### src/rtl/restador_q22_pipe.sv
// restador_q22_pipe: two-stage sign-magnitude Q2.2 subtractor (c = a - b) with valid/ready on both sides.
// Optional macro RESTADOR_ADDSUB_EN adds an 'op' port selecting add (0) or subtract (1).
`default_nettype none

module restador_q22_pipe #(
    parameter int MAG_W = 4
) (
    input  logic             clk,
    input  logic             rst,
    input  logic             in_valid,
    output logic             in_ready,
    input  logic [MAG_W:0]   a,
    input  logic [MAG_W:0]   b,
`ifdef RESTADOR_ADDSUB_EN
    input  logic             op,
`endif
    output logic             out_valid,
    input  logic             out_ready,
    output logic [MAG_W+1:0] c
);

    logic             op_sub;
    logic             en1;
    logic             en2;

    logic             sa_d;
    logic             sb_d;
    logic [MAG_W-1:0] ma_d;
    logic [MAG_W-1:0] mb_d;

    logic             s1_valid_q;
    logic             sa_q;
    logic             sb_q;
    logic [MAG_W-1:0] ma_q;
    logic [MAG_W-1:0] mb_q;
    logic             same_q;
    logic             age_q;

    logic [MAG_W:0]   mag_d;
    logic             sign_d;
    logic             out_valid_q;
    logic [MAG_W+1:0] c_q;

`ifdef RESTADOR_ADDSUB_EN
    assign op_sub = op;
`else
    assign op_sub = 1'b1;
`endif

    assign en2      = !out_valid_q || out_ready;
    assign en1      = !s1_valid_q || en2;
    assign in_ready = en1;

    // Input -0 folds to +0 before b's sign is flipped for subtraction.
    always_comb begin
        ma_d = a[MAG_W-1:0];
        mb_d = b[MAG_W-1:0];
        sa_d = a[MAG_W] & (|ma_d);
        sb_d = (b[MAG_W] & (|mb_d)) ^ op_sub;
    end

    always_ff @(posedge clk or posedge rst) begin
        if (rst) begin
            s1_valid_q <= 1'b0;
            sa_q       <= 1'b0;
            sb_q       <= 1'b0;
            ma_q       <= '0;
            mb_q       <= '0;
            same_q     <= 1'b0;
            age_q      <= 1'b0;
        end else if (en1) begin
            s1_valid_q <= in_valid;
            if (in_valid) begin
                sa_q   <= sa_d;
                sb_q   <= sb_d;
                ma_q   <= ma_d;
                mb_q   <= mb_d;
                same_q <= (sa_d == sb_d);
                age_q  <= (ma_d >= mb_d);
            end
        end
    end

    always_comb begin
        if (same_q) begin
            mag_d  = {1'b0, ma_q} + {1'b0, mb_q};
            sign_d = sa_q;
        end else if (age_q) begin
            mag_d  = {1'b0, ma_q - mb_q};
            sign_d = sa_q;
        end else begin
            mag_d  = {1'b0, mb_q - ma_q};
            sign_d = sb_q;
        end
        if (mag_d == '0) begin
            sign_d = 1'b0;
        end
    end

    always_ff @(posedge clk or posedge rst) begin
        if (rst) begin
            out_valid_q <= 1'b0;
            c_q         <= '0;
        end else if (en2) begin
            out_valid_q <= s1_valid_q;
            if (s1_valid_q) begin
                c_q <= {sign_d, mag_d};
            end
        end
    end

    assign out_valid = out_valid_q;
    assign c         = c_q;

endmodule

`default_nettype wire

### config.mk
export PLATFORM = sky130hd
export DESIGN_NAME = restador_q22_pipe
export DESIGN_NICKNAME = d
export VERILOG_FILES = /design/src/rtl/restador_q22_pipe.sv
export SDC_FILE = /design/constraint.sdc
export NUM_CORES = 1
export LEC_CHECK = 0
export ABC_AREA = 1
export CAP_MARGIN = 25
export CORE_UTILIZATION = 45
export CTS_BUF_LIST = sky130_fd_sc_hd__clkbuf_2
export CTS_CLUSTER_SIZE = 40
export DETAILED_ROUTE_END_ITERATION = 6
export GPL_ROUTABILITY_DRIVEN = 0
export PLACE_DENSITY = 0.69
export SYNTH_ARGS = -nofsm -noshare
export SYNTH_HDL_FRONTEND = slang
export SYNTH_SLANG_ARGS = --single-unit
### constraint.sdc
create_clock -name clk -period 2.1 [get_ports clk]
set_clock_uncertainty 0.05 [all_clocks]
set_input_delay 0.42 -clock clk [delete_from_list [all_inputs] [get_ports clk]]
set_output_delay 0.42 -clock clk [all_outputs]
set_load 0.01 [all_outputs]
# Yosys cells after proc, flatten, opt, wreduce, memory -nomap -nowiden
# Index checks and enable logic that the tools add are counted.
dict set report classes {
  add_sub_neg 3
  order_cmp 1
  eq_ne 1
  muxes 5
  bitwise 3
  n_reduce_logical 9
}
# op count
set ops {}
lappend ops {{$reduce_or 4->1} 2}
lappend ops {{$sub 4x4->4} 2}
lappend ops {{$add 4x4->5} 1}
lappend ops {{$logic_not 5->1} 1}
lappend ops {{$mux 5} 1}
lappend ops {{$ge 4x4->1} 1}
lappend ops {{$mux 4} 1}
lappend ops {{$reduce_and 2->1} 2}
lappend ops {{$mux 1} 3}
lappend ops {{$and 1x1->1} 2}
lappend ops {{$logic_not 1->1} 2}
lappend ops {{$logic_or 1x1->1} 2}
lappend ops {{$eq 1x1->1} 1}
lappend ops {{$not 1->1} 1}
dict set report totals {
  ff_bits 20
  input_bits 14
  output_inout_bits 8
  wordCells 31
}

# Longest topological paths before layout
dict set report logic_depth {
  word_depth 5
  ltp_mapped 13
}

# Worst setup path after synthesis
# No wires, ideal clock.
dict set report synth_path {
  kind {flip-flop to flip-flop}
  start {register ma_q[0]}
  end {register c_q[5], in the netlist c[5]}
  setup_ns 0.116
  arrival_ns 1.592
  t_required_ns 1.934
  setup_slack_ns 0.342
  stages_incl_launch_ff 13
  path_buffers 0
  synth_period_minus_slack_ns 1.758
  cell_sequence {dfrtp_1 inv_1 ha_1 fa_1 nand2_1 nand3_1 nand3_1 nor2_1 nand2_1 inv_1 nand2_1 nand2_1 nand2_1}
}
dict set report synth_between {
  elab_chain_cells 5
  elab_cells_between_ends 7
}
# element line_no
set synth_rtl {}
lappend synth_rtl {{start, declared} 34} ;# logic [MAG_W-1:0] ma_q;
lappend synth_rtl {{start signal, assigned} 76} ;# ma_q <= ma_d;
lappend synth_rtl {{$sub 4x4->4, on equally long branches} {92, 89}}
lappend synth_rtl {{$mux 4} 88} ;# end else if (age_q) begin
lappend synth_rtl {{$mux 5 (*)} 85} ;# if (same_q) begin
lappend synth_rtl {{$logic_not 5->1 (*)} 95} ;# if (mag_d == '0) begin
lappend synth_rtl {{$mux 1 (*)} 95}
lappend synth_rtl {{end signal, assigned} 107} ;# c_q <= {sign_d, mag_d};
lappend synth_rtl {{end, declared} 42} ;# logic [MAG_W+1:0] c_q;
# Mark *: on every way between the ends. The rest lies on a longest branch, timed or not.
# A chain may end at the register's enable or synchronous reset.

# Final worst setup path
dict set report layout_path {
  start {input port out_ready}
  end {output port in_ready}
}
dict set report layout_between {
  elab_chain_cells 2
}
# element line_no
set layout_rtl {}
lappend layout_rtl {{start, declared} 18} ;# input logic out_ready,
lappend layout_rtl {{$logic_or 1x1->1} 50} ;# assign en2 = !out_valid_q || out_ready;
lappend layout_rtl {{$logic_or 1x1->1} 51} ;# assign en1 = !s1_valid_q || en2;
lappend layout_rtl {{end, declared} 11} ;# output logic in_ready,
# No other way between the ends.

==> results.md <==
- Crit Path Category: primary input to output pin
- Filler cells: 240
- DP HPWL: approximately 1900 microns
- Root buf cell: clkbuf_2
- Syn Nets: 189
- Reg2reg start: ma_q[0]
- R2r setup slk: approximately 0.18 ns
- Post-layout min period: 2.04 ns
- Grt ovf: 0
- Power per standard cell area: about 870 mW/mm^2
- Warnings from Yosys: 0
- Clock insertion delay at the later pin of the skew report: 0.31 ns
- H-tree Lvls: 1
- CP peak stage delay: 0.55 ns
- R2R Path End: c[5]
- CP Cell Sequence: clkdlybuf4s50_1, inv_1, nand3_1, clkdlybuf4s50_1
- Layout cells sized above 1: roughly 4.4%
- Sequential cell area: 500 sq um
- Placement Rows: 18
- Hold-fix buffers at CTS: 0
- RSZ-0062 raised after global routing: false
- Syn_area_per_cell: 8.01 sq um
- Distinct cells, synth: 21
- Min-Delay Path Class: primary input to asynchronous set/reset pin
- Largest net degree at the start of global routing: 21
- Slew headroom: 79.8%
- Die Area: around 0.003 sq mm
- Tcrit/Tclk final: 97.0%
- First-pass GRT wire length: around 3700 microns
- FF+latch count, synth: 20
- Post-CTS resize count: 0
- Leak: 0.810 nW
- Crit-path slowest cell: clkdlybuf4s50_1
- Final Core Density: 60.6%
- Number of global-route vias before repair: 923
- Critical path arrival: 1.57 ns
- Initial antenna violation count: 0
- Commonest cells after routing, fill and taps aside: nand2_1 (42), inv_1 (24), clkdlybuf4s50_1 (21)
- IO buf count: 21
- I/O pin total: 22
- CP endpoint kind: output pin
- Commonest non-fill, non-tap cell in the layout: nand2_1
- Placed Area: 0.00151 sq mm
- Final Slew Violations: 0
- Initial DRC count: 27
- GRT Total Usage: 17.5%
- Max Root-Sink Buffers: 2
- Worst-margin pin slew: around 0.3 ns
- Detailed-route wire length per cell: 11.1 microns
- Worst Path Buf+Inv: 3
- Initial DRT Pass Iterations: 4
- Vias: between 1000 and 1500
- Die X-Extent: 55.0 microns
- Design area: 0.00156 sq mm
- Antenna Diode Count: 0
- TritonCTS buffer count: 3
- Startpoint Class: primary input
- Post-route DRC: 0
- Area Overhead vs Synth: 23.0%
- Netlist Area Pre-Place: around 0.0013 sq mm
- Clk sinks: 20
- Clock slew at reported path FFs: roughly 0.20 ns
- Final #Nets: 214
- Final wirelength: approximately 2300 microns
- Setup-failing EPs final: 0
- Final hold violation count: 0
- Post-CTS Setup Repair Bufs: 0
- Crit path required time: ~1.6 ns
- Cell seen most often among critical-path stages: clkdlybuf4s50_1
- Syn Inst Count: 158
- Die height: 55.0 microns
- Antenna Nets Post-Route: 0
- Initial Util: 49.3%
- Area of the multi-input gates: 654 sq um
- Crit path max fanout: 3
- Sequential area share after synthesis: 39.6%
- Core area: 0.00257 sq mm
- Peak VDD IR: roughly 0.6 mV
- R2R cell count: 12
- Maxcap violations: 0
- Status: completed
- Fmax: 0.491 GHz
- CTS tree: built
- Post-Route Setup TNS: 0 ns
- CP delay by family, top: buffers and inverters
- Vias per cell: 4.90
routing by layer:
| metal | vias to the layer above | GRT usage, % | share of wire [%] |
|---|---|---|---|
| met5 | - | 0 | 0 |
| met4 | 0 | 3.75 | 0.43 |
| met3 | 2 | 2.46 | 2.9 |
| met2 | 20 | 31.9 | 48 |
| met1 | 462 | 21.6 | 48 |
| li1 | 554 | - | - |
cell usage after synthesis:
master    instances  area [sq um]
a21boi_0          1          7.51
a21oi_1           5          25.0
a22oi_1           1          7.51
a31oi_1           2          12.5
buf_2             1          5.00
buf_4             1          7.51
clkbuf_1          1          3.75
dfrtp_1          20           500
fa_1              3          60.1
ha_1             14           175
inv_1            24          90.1
inv_2             1          3.75
nand2_1          42           158
nand3_1          13          65.1
nand4_1           1          6.26
nor2_1            8          30.0
nor3_1            2          10.0
o21a_1            2          15.0
o21ai_0          14          70.1
or2_1             1          6.26
or2_2             1          6.26
how the worst max path moves through the flow:
stage / start / to / slack (ns) / cells after the start
floorplan: ma_q[0] / c[5] / 0.34 / 12
global placement: out_ready / in_ready / 0.08 / 4
detailed placement: out_ready / in_ready / 0.06 / 4
CTS: out_ready / in_ready / 0.06 / 4
global route: ma_q[1] / c[5] / 0.01 / 11
finish: out_ready / in_ready / 0.06 / 4
cells by family (layout without fill, tap and decap cells):
logic type | Yosys count | after routing | synth area share (%)
DFF | 20 | 20 | 39.6
buffers and inverters | 28 | 52 | 8.70
adders and majority gates | 17 | 17 | 18.6
AOI/OAI and AO/OA | 25 | 25 | 10.9
and+or+nand+nor | 68 | 68 | 22.3
per-stage QoR:
stage	setup WS, ns	total power, W	hold slack [ns]	cells
global placement	0.0777	0.00106	0.415	208
finish	0.0635	0.00135	0.362	212
global route	0.0100	0.00146	0.384	212
floorplan	0.342	0.000867	0.334	158
detailed placement	0.0589	0.00108	0.419	208
CTS	0.0575	0.00136	0.365	212
where the power goes:
part / internal (W) / switching [W]
sequential: 0.000474 / 0.0000774
clock: 0.000164 / 0.000118
combinational: 0.000256 / 0.000261
area by class of cell:
| cell class | count | area share [%] |
|---|---|---|
| inverter | 25 | 6.03 |
| sequential | 20 | 32.2 |
| timing repair buffer | 23 | 14.5 |
| clock buffer | 3 | 0.965 |
| multi-input combinational | 110 | 42.0 |
| clock inverter | 1 | 1.93 |
| tap | 30 | 2.41 |
sequential cells by signal, indices dropped and copies added, names as in the netlist:
signal / cells
mb_q: 4
age_q: 1
sb_q: 1
ma_q: 4
same_q: 1
out_valid: 1
c: 6
s1_valid_q: 1
sa_q: 1
worst register-to-register path, stage by stage (launching register included):
cell	delay, ns
dfrtp_1	0.46
inv_1	0.07
ha_1	0.22
fa_1	0.49
nand2_1	0.05
nand3_1	0.10
nand3_1	0.07
nor2_1	0.10
nand2_1	0.05
inv_1	0.05
nand2_1	0.04
nand2_1	0.05
nand2_1	0.04
Note: power is estimated with default switching activity, not from simulation.
